## config.mk

```make
export PLATFORM = sky130hd
export DESIGN_NAME = hamming_scrub_ctrl
export DESIGN_NICKNAME = d
export VERILOG_FILES = /design/src/rtl/hamming_scrub_ctrl.sv
export SDC_FILE = /design/constraint.sdc
export NUM_CORES = 1
export LEC_CHECK = 0
export ABC_AREA = 1
export BUFFER_PORTS_ARGS = -buffer_cell sky130_fd_sc_hd__buf_4
export CAP_MARGIN = 0
export CORE_AREA = 8 8 98 100
export DETAILED_ROUTE_END_ITERATION = 8
export DIE_AREA = 0 0 106 108
export PLACE_DENSITY = 0.79
export SLEW_MARGIN = 40
export SYNTH_ARGS = -nofsm -noshare
export SYNTH_HDL_FRONTEND = slang
export SYNTH_SLANG_ARGS = --single-unit
```

## constraint.sdc

```tcl
create_clock -name clk -period 2.2 [get_ports clk]
set_clock_uncertainty 0.15 [all_clocks]
set_input_delay 0 -clock clk [delete_from_list [all_inputs] [get_ports clk]]
set_output_delay 0 -clock clk [all_outputs]
set_load 0.02 [all_outputs]
```

## src/rtl/hamming_scrub_ctrl.sv

```systemverilog
// ECC scrubber for a Hamming(15,11) protected memory: walks an address range,
// passes each codeword through an external decoder and writes back corrected words.
module hamming_scrub_ctrl #(
    parameter int ADDR_W = 8,
    parameter int CNT_W  = 16
) (
    input  logic              clk,
    input  logic              rst,
    input  logic              start,
    input  logic              abort,
    input  logic [ADDR_W-1:0] base_addr,
    input  logic [ADDR_W-1:0] last_addr,
    output logic              busy,
    output logic              done,
    output logic [ADDR_W-1:0] mem_addr,
    output logic              mem_rd_en,
    input  logic [14:0]       mem_rdata,
    output logic              mem_we,
    output logic [14:0]       mem_wdata,
    output logic [14:0]       dec_in,
    input  logic [14:0]       dec_out,
    output logic [CNT_W-1:0]  err_cnt
);

    typedef enum logic [2:0] {
        S_IDLE,
        S_READ,
        S_WAIT,
        S_CHECK,
        S_WRITE,
        S_NEXT,
        S_DONE
    } state_t;

    state_t            state;
    logic [ADDR_W-1:0] addr;
    logic [ADDR_W-1:0] last;
    logic [14:0]       word;

    // The decoder always sees the captured word, so its output is settled during CHECK.
    assign dec_in = word;

    always_ff @(posedge clk) begin
        if (rst) begin
            state     <= S_IDLE;
            busy      <= 1'b0;
            done      <= 1'b0;
            mem_addr  <= '0;
            mem_rd_en <= 1'b0;
            mem_we    <= 1'b0;
            mem_wdata <= '0;
            word      <= '0;
            err_cnt   <= '0;
            addr      <= '0;
            last      <= '0;
        end else begin
            // NOTE: strobes default low with non-blocking assignments; a later
            // assignment in the same block wins, giving single-cycle pulses.
            mem_rd_en <= 1'b0;
            mem_we    <= 1'b0;
            done      <= 1'b0;

            case (state)
                S_IDLE: begin
                    if (start) begin
                        addr    <= base_addr;
                        last    <= last_addr;
                        err_cnt <= '0;
                        busy    <= 1'b1;
                        if (base_addr > last_addr) begin
                            state <= S_DONE;
                            done  <= 1'b1;
                        end else begin
                            state     <= S_READ;
                            mem_rd_en <= 1'b1;
                            mem_addr  <= base_addr;
                        end
                    end
                end

                S_READ: begin
                    if (abort) begin
                        state <= S_DONE;
                        done  <= 1'b1;
                    end else begin
                        state <= S_WAIT;
                    end
                end

                S_WAIT: begin
                    // An abort here drops the returning read data.
                    if (abort) begin
                        state <= S_DONE;
                        done  <= 1'b1;
                    end else begin
                        word  <= mem_rdata;
                        state <= S_CHECK;
                    end
                end

                S_CHECK: begin
                    if (abort) begin
                        state <= S_DONE;
                        done  <= 1'b1;
                    end else if (dec_out != word) begin
                        mem_wdata <= dec_out;
                        mem_we    <= 1'b1;
                        mem_addr  <= addr;
                        if (err_cnt != {CNT_W{1'b1}})
                            err_cnt <= err_cnt + 1'b1;
                        state <= S_WRITE;
                    end else begin
                        state <= S_NEXT;
                    end
                end

                S_WRITE: begin
                    if (abort) begin
                        state <= S_DONE;
                        done  <= 1'b1;
                    end else begin
                        state <= S_NEXT;
                    end
                end

                S_NEXT: begin
                    // Compare before incrementing so a range ending at all-ones never wraps.
                    if (abort || addr == last) begin
                        state <= S_DONE;
                        done  <= 1'b1;
                    end else begin
                        addr      <= addr + 1'b1;
                        mem_addr  <= addr + 1'b1;
                        mem_rd_en <= 1'b1;
                        state     <= S_READ;
                    end
                end

                S_DONE: begin
                    state <= S_IDLE;
                    busy  <= 1'b0;
                end

                default: begin
                    state <= S_IDLE;
                    busy  <= 1'b0;
                end
            endcase
        end
    end

endmodule

```

# Yosys cells after proc, flatten, opt, wreduce, memory -nomap -nowiden
# Index checks and enable logic that the tools add are counted.
# Widths: inputs -> output; s select.
# word_totals
reg_bits	77
in_bits	50
out_inout_bits	58
word_cells	80
# op_classes
n_addsub	2
order_cmp	1
eq_ne	14
mux	34
bitwise	3
n_reduce_logical	15
# ops
op	n
$mux 16	4
$mux 8	6
$pmux 16 s2	1
$pmux 8 s3	1
$pmux 3 s6	1
$add 16x1->16 const B	1
$ne 16x16->1 const B	1
$pmux 8 s2	1
$mux 3	5
$ne 15x15->1	1
$ne 2x2->1 const B	6
$mux 1	10
$add 8x1->8 const B	1
$eq 8x8->1	1
$gt 8x8->1	1
$eq 3x2->1 const B	2
$eq 3x3->1 const B	2
$reduce_and 2->1	3
$reduce_and 3->1	2
$reduce_and 6->1	1
$reduce_and 5->1	1
$reduce_or 5->1	1
$mux 2	2
$pmux 1 s2	2
9 further kinds	12

# Depth between registers and ports, before layout
# Gate-level depths: netlist (run 1).
# logic_depth
ltp_word	5
mapped_depth	15
depth_no_buf	14

# Worst setup path before layout (run 1)
# No wires, ideal clock.
# synth_path
kind	register to register
startpoint	register err_cnt[0]
endpoint	register err_cnt[6]
arrival_time_ps	1640
t_required_ps	1983
slack_ps	342
stages_incl_launch_ff	11
path_buffers	1
path_cell_list	dfxtp_1 -> ha_1 -> nand2_1 -> inv_1 -> nand2_1 -> nor2_1 -> a21oi_2 -> nand3_2 -> buf_2 -> nand2_1 -> a21oi_2
# synth_between
elab_chain_cells	5
elab_cells_between_ends	8
classes_between	add/sub (1); eq/ne (2); mux (4); reduce/logical (1)
# synth_lines
item	line_no	rtl
start, declared	22	output logic [CNT_W-1:0] err_cnt
start signal, assigned	110	err_cnt <= err_cnt + 1'b1;
$add 16x1->16	110	
$mux 16	109	if (err_cnt != {CNT_W{1'b1}})
$mux 16	105	end else if (dec_out != word) begin
$mux 16	102	if (abort) begin
$pmux 16 s2	63	case (state)
# Several ways; a longest one is shown, not always the timed one. The select of a mux whose other input is x is not followed.
# A chain may end at the register's enable or synchronous reset.

# Final worst setup path (run 1)
# layout_path
startpoint	input port last_addr[6]
endpoint	register mem_addr[7]
# layout_between
elab_chain_cells	3
# layout_lines
item	line_no	rtl
start, declared	12	input logic [ADDR_W-1:0] last_addr,
$gt 8x8->1	70	if (base_addr > last_addr) begin
$ne 2x2->1 (no line)	--	
$reduce_and 6->1 (no line)	--	
end signal, assigned	76	mem_addr <= base_addr;
end signal, assigned	108	mem_addr <= addr;
end signal, assigned	133	mem_addr <= addr + 1'b1;
end, declared	15	output logic [ADDR_W-1:0] mem_addr,
# Every way passes these cells.

==> metrics.csv, run 1 <==
stage,metric,value,unit
detailed_routing,Pre-antenna DRT Iters,5,
cells_and_area,nets@finish,863,
clock_network,clk buf depth,2,
sta,max-slew violation count,0,
place,cell area after placement,5100,um^2
sta,Highest Clock Rate,486,MHz
cells_and_area,fin util,73.3,%
pwr,Switching Share,40.6,%
setup_path,crit-path max FO,16,
setup_path,Setup CP Type,in2reg,
detailed_routing,Via density,5.13,
pwr,Max VDD drop,0.000457,V
yosys,dominant cell type by area after synthesis,dfxtp_1,
global_route,total congestion overflow,0,
detailed_routing,Post-Route WL,13000,um
place,Post-DP HPWL,8430,um
global_route,initial antenna violation count,0,
pwr,Lkg Pwr,2.69,nW
setup_path,Worst path max stage delay,530,ps
pwr,internal power,3.32,mW
die,Initial Util,52.1,%
setup_path,crit-path most repeated cell,nor2_1,
die,Die Height,108,um
setup_path,Worst path slowest cell,dlygate4sd3_1,
yosys,YS warnings,0,
global_route,first-pass GRT wire length,20900,um
cells_and_area,cell area after layout,5900,um^2
cells_and_area,Finished Layout Cells,913,
cells_and_area,area growth from synthesis to layout,40.7,%
yosys,top cell type's share of synthesized area,36.8,%
setup_path,Worst path depth,11,
setup_path,Worst Path Required,2300,ps
sta,min Tclk post-route,2060,ps
sta,TNS Setup,0,ps
worst_hold_path,HP Class,in2reg,
clock_network,clk sinks,77,
yosys,Syn Std Cell Area,4190,um^2
detailed_routing,drt drc,0,
clock_network,clk slew on worst S/H paths,80,ps
sta,final hold violations,0,
detailed_routing,Routed WL per cell,14.3,um
detailed_routing,antenna-violating nets left,0,
die,row count,33,
setup_path,CP Data Arrival Time,2160,ps
sta,Least-Margin Pin Slew,783,ps
setup_path,Worst Setup End Kind,register,
sta,RSZ-0062 raised after global routing,false,
clock_network,CTS buffer count,9,
clock_network,Clock Latency Late Sink,360,ps
global_route,vias in the first global route,4457,
setup_path,WP buf/inv,3,
cells_and_area,share of cells above drive strength 1,20.5,%
die,Die ar.,11400,um^2
yosys,post-synthesis cell count,646,
yosys,syn_nets,706,
sta,final count of negative-setup-slack endpoints,0,
yosys,synthesized flop and latch total,77,
place,Placed Cells,847,
setup_path,"CP delay by family, top",simple AND/OR/NAND/NOR gates,
die,Die W,106,um
worst_hold_path,Worst Hold Path Cells,4,
yosys,"EDFF count, synth",0,
pwr,Power Density,947,nW/um^2
clock_network,# H-tree levels,3,
detailed_routing,DR iter-0 viols,212,
yosys,"Seq/Total Area, Yosys",36.8,%
sta,worst rel slew slack,47.8,%
setup_path,crit path cell chain,dlygate4sd3_1 -> buf_4 -> inv_1 -> ha_4 -> nand2_2 -> nor2_2 -> nand4_1 -> nand3_1 -> nand4_4 -> nor2_1 -> nor2_1,
global_route,pin count of the biggest net entering global routing,55,
clock_network,CTS tree,built,
setup_path,Critical Path Source Type,input port,
yosys,most common cell in the netlist,nand2_1,
pwr,clock share of power,22.0,%
global_route,Total GRT Usage,22.3,%
yosys,Syn Area/Cell,6.49,um^2
outcome,status,finished clean,
cells_and_area,ant diodes,0,
clock_network,CTS Root Cell,clkbuf_8,
run,max-cap viol count,0,
yosys,commonest cells in the netlist,"162 x nand2_1, 94 x inv_1, 89 x nor2_1",
detailed_routing,via count,4680,
die,I/O pin total,108,
die,core area,8050,um^2
pwr,register share of total power,34.9,%
place,GPL Wtd Cong,0.888,
yosys,top_reg_cell synth,dfxtp_1,
place,I/O Buffers,107,
setup_path,FF-to-FF path depth,12,
pwr,Gate power share,43.1,%
sta,period utilisation layout,93.5,%
yosys,ranking of synthesized cells by area,"dfxtp_1 37%, nand2_1 14%, inv_1 8.4%",
pwr,net switching power figure,2.27,mW
yosys,Yosys cell types,32,
yosys,async set-reset flop share out of synthesis,0,%
-- logic make-up after synthesis --
| group | synth area share (%) |
|---|---|
| AND/OR/NAND/NOR | 27.9 |
| adder cells (fa/ha/maj) | 2.98 |
| XOR/XNOR | 3.97 |
| buffers and inverters | 11.3 |
| flip-flops | 36.8 |
| AO/OA/AOI/OAI | 17.1 |
-- flip-flops by register name (all words and copies together), names as in the netlist --
name / flops
addr: 8
mem_wdata: 15
mem_rd_en: 1
mem_we: 1
dec_in: 15
mem_addr: 8
state: 3
last: 8
busy: 1
done: 1
err_cnt: 16
-- routing by layer --
| metal | track usage, % | vias up | wire (um) |
|---|---|---|---|
| met4 | 11.1 | 0 | 393 |
| met3 | 6.84 | 32 | 1110 |
| met2 | 38.2 | 181 | 6330 |
| met1 | 24.6 | 2122 | 5210 |
| li1 | - | 2345 | - |
| met5 | 0 | - | 0 |
-- layout make-up --
class,instances,area [um^2]
Sequential cell,77,1550
Multi-Input combinational cell,449,2240
Timing Repair Buffer,167,1380
Inverter,99,374
Clock buffer,12,155
Fill cell,606,2150
Tap cell,105,131
Clock inverter,4,70.1
-- power by group through the flow --
| stage | combinational, mW | clock (mW) | sequential (mW) |
|---|---|---|---|
| after floorplan | 1.44 | 0 | 2.08 |
| final | 2.41 | 1.23 | 1.95 |
| after global routing | 2.64 | 1.30 | 1.99 |
| after global placement | 2.17 | 0 | 1.94 |
| after detailed placement | 2.22 | 0 | 1.96 |
| after CTS | 2.32 | 1.24 | 1.93 |
-- cells in the final DEF, fill, tap and decap left out, drive strengths merged, types with 6 or more instances in the layout --
cell type    count
nor2            89
dfxtp           77
nand3           20
ha              10
nand2          164
dlygate4sd3     49
o21ai           55
xnor2           13
a21oi           67
inv             98
clkbuf          12
buf            118
nor3            11
xor2             6
-- final timing paths --
kind	start	to	slack, ps
max reg2reg	dec_in[10]$_SDFFE_PP0P_	err_cnt[3]$_SDFFE_PP0P_	210
min reg2reg	mem_wdata[5]$_SDFFE_PP0P_	mem_wdata[5]$_SDFFE_PP0P_	300
min	mem_rdata[14]	dec_in[14]$_SDFFE_PP0P_	280
max	last_addr[6]	mem_addr[7]$_SDFFE_PP0P_	140
-- metrics by stage --
stage / hold slack, ps / setup WS [ps] / power [mW]
floorplan: -15.1 / 342 / 3.53
global placement: 73.3 / 298 / 4.11
detailed placement: 83.0 / 186 / 4.18
CTS: 272 / 27.1 / 5.48
global route: 298 / 28.1 / 5.93
finish: 278 / 144 / 5.59
-- worst min-delay path: cells and delay by family --
kind	cells	cell delay, ps
buffers and inverters	2	640
and+or+nand+nor	2	110
-- repair_timing --
item / CTS / global route
hold buffers: 50 / 0
setup buffers: 0 / 1
gates resized for setup: 0 / 20
endpoints found under the hold margin: 75 / 0
setup endpoints to repair: 0 / 11
Note: power is estimated with default switching activity, not from simulation.
==> run 2: changes to the inputs <==
==> constraint.sdc (replaced) <==
create_clock -name clk -period 1.9 [get_ports clk]
set_clock_uncertainty 0.15 [all_clocks]
set_input_delay 0 -clock clk [delete_from_list [all_inputs] [get_ports clk]]
set_output_delay 0 -clock clk [all_outputs]
set_load 0.02 [all_outputs]
==> metrics.csv, run 2 (synthesis results as in run 1) <==
stage,metric,value,unit,change
pwr,Power Density,1100,nW/um^2,+16%
clock_network,CTS tree,built,,
setup_path,crit path from,state[0]$_SDFFE_PP0P_,,
die,I/O pin total,108,,unchanged
sta,final hold violations,0,,unchanged
global_route,total congestion overflow,0,,unchanged
cells_and_area,largest register by flop count,err_cnt,,
sta,Highest Clock Rate,548,MHz,
detailed_routing,Via density,5.25,,+2.4%
detailed_routing,drt drc,0,,unchanged
setup_path,CP Capture Point,err_cnt[2]$_SDFFE_PP0P_,,
cells_and_area,"leading cell type in the layout, fill and taps excluded",nand2_1,,
sta,Least-Margin Pin Slew,420,ps,-363 ps
cells_and_area,area of the multi-input gates,2280,um^2,+1.7%
setup_path,Worst Setup End Kind,register,,
worst_hold_path,HP Class,in2reg,,
clock_network,clk buf depth,2,,unchanged
place,cell area after placement,5200,um^2,+2.0%
global_route,vias in the first global route,4573,,+2.6%
cells_and_area,Filler Cells Inserted,566,,-6.6%
setup_path,Worst path depth,8,,-3
pwr,Max VDD drop,0.000646,V,+41%
cells_and_area,number of flip-flops in the largest register,16,,unchanged
detailed_routing,Pre-antenna DRT Iters,5,,unchanged
outcome,status,finished clean,,
die,Initial Util,52.1,%,unchanged
detailed_routing,Post-Route WL,13600,um,+4.6%
setup_path,Worst path slowest cell,dfxtp_1,,
setup_path,r2r setup slk,80,ps,-130 ps
run,max-cap viol count,0,,unchanged
detailed_routing,DR iter-0 viols,352,,+66%
clock_network,CTS buffer count,9,,unchanged
setup_path,CP Data Arrival Time,1950,ps,-210 ps
sta,final count of negative-setup-slack endpoints,0,,unchanged
sta,TNS Setup,0,ps,unchanged
detailed_routing,Routed WL per cell,14.7,um,+3.2%
sta,min Tclk post-route,1820,ps,
sta,period utilisation layout,96.0,%,
cells_and_area,fin util,75.0,%,+1.7 points
cells_and_area,most frequent cells in the layout,"157 x nand2_1, 125 x buf_4, 93 x inv_1",,
setup_path,crit-path max FO,9,,-7
setup_path,"CP delay by family, top",simple AND/OR/NAND/NOR gates,,
detailed_routing,via count,4856,,+3.8%
setup_path,WP buf/inv,2,,-1
cells_and_area,share of cells above drive strength 1,22.2,%,+1.7 points
place,Post-DP HPWL,8670,um,+3.0%
clock_network,clk sinks,77,,unchanged
die,Die W,106,um,unchanged
sta,max-slew violation count,0,,unchanged
cells_and_area,nets@finish,875,,+1.4%
global_route,initial antenna violation count,0,,unchanged
clock_network,CTS Root Cell,clkbuf_8,,
setup_path,FF-to-FF path depth,8,,-4
clock_network,# H-tree levels,3,,unchanged
pwr,Lkg Pwr,2.75,nW,+2.4%
worst_hold_path,Worst Hold Path Cells,5,,+1
cells_and_area,area taken by flip-flops and latches,1550,um^2,about the same
die,Die Height,108,um,unchanged
sta,RSZ-0062 raised after global routing,true,,
cells_and_area,cell area after layout,6040,um^2,+2.4%
global_route,Total GRT Usage,22.6,%,+0.34 points
setup_path,Setup CP Type,reg2reg,,
clock_network,clk slew on worst S/H paths,80,ps,about the same
clock_network,Clock Latency Late Sink,360,ps,about the same
sta,worst rel slew slack,71.9,%,+24 points
die,core area,8050,um^2,unchanged
place,I/O Buffers,107,,unchanged
global_route,first-pass GRT wire length,21400,um,+2.7%
cells_and_area,area growth from synthesis to layout,44.0,%,
setup_path,Critical Path Source Type,register,,
cells_and_area,ant diodes,0,,unchanged
sta,final hold slack,12.4,ps,-266 ps
place,GPL Wtd Cong,0.903,,+1.6%
setup_path,RR Endpoint,err_cnt[2]$_SDFFE_PP0P_,,
setup_path,Worst Path Required,2030,ps,-270 ps
die,row count,33,,unchanged
global_route,pin count of the biggest net entering global routing,45,,-18%
setup_path,Reg2Reg Launch Point,state[0]$_SDFFE_PP0P_,,
die,Die ar.,11400,um^2,unchanged
detailed_routing,antenna-violating nets left,0,,unchanged
setup_path,crit path cell chain,nand3_2 -> buf_4 -> nor3_1 -> a21oi_2 -> nand3_4 -> buf_4 -> nand2_1 -> a21oi_1,,
setup_path,crit-path most repeated cell,buf_4,,
setup_path,Worst path max stage delay,420,ps,-110 ps
[run 2: repair_timing]
| item | 4_1_cts | 5_1_grt |
|---|---|---|
| endpoints found under the hold margin | 72 | 1 |
| resized for setup | 0 | 33 |
| endpoints found under the setup margin | 0 | 39 |
| setup buffers | 0 | 3 |
| hold buffers | 48 | 1 |
[run 2: power by group]
part / total (mW) / switching (mW) / internal, mW
clock: 1.23 / 0.625 / 0.605
sequential: 2.24 / 0.284 / 1.96
combinational: 3.14 / 1.90 / 1.25
[run 2: final cells by class]
type                       count  share of cell area (%)
clock buffer                  10                    2.11
clock inverter                 6                    1.06
inverter                      99                    6.19
multi-input combinational    450                    37.8
sequential                    77                    25.7
tap                          105                    2.18
timing repair buffer         178                    25.0
[run 2: worst min-delay path: cells and delay by family]
family | cells | cell delay [ps]
AOI/OAI and AO/OA | 1 | 190
buffers and inverters | 2 | 160
and+or+nand+nor | 2 | 120
[run 2: metal layers]
metal / GRT usage [%] / up-vias / share of wire [%]
li1: - / 2378 / -
met3: 6.60 / 36 / 9.9
met1: 26.0 / 2202 / 39
met2: 39.2 / 240 / 49
met4: 8.24 / 0 / 2.3
met5: 0 / - / 0
[run 2: worst min path at each step]
stage / start / to
5_1_grt: base_addr[0] / mem_addr[0]$_SDFFE_PP0P_
2_1_floorplan: mem_rdata[14] / dec_in[14]$_SDFFE_PP0P_
6_report: base_addr[0] / mem_addr[0]$_SDFFE_PP0P_
4_1_cts: base_addr[0] / mem_addr[0]$_SDFFE_PP0P_
3_5_place_dp: mem_rdata[14] / dec_in[14]$_SDFFE_PP0P_
3_3_place_gp: mem_rdata[14] / dec_in[14]$_SDFFE_PP0P_
[run 2: through the flow]
stage | power, mW | setup slack [ps] | cells
4_1_cts | 6.26 | 10.8 | 921
3_3_place_gp | 4.87 | 132 | 857
5_1_grt | 7.05 | -61.6 | 925
3_5_place_dp | 4.95 | 84.4 | 857
2_1_floorplan | 4.08 | 42.4 | 646
6_report | 6.61 | 75.5 | 925
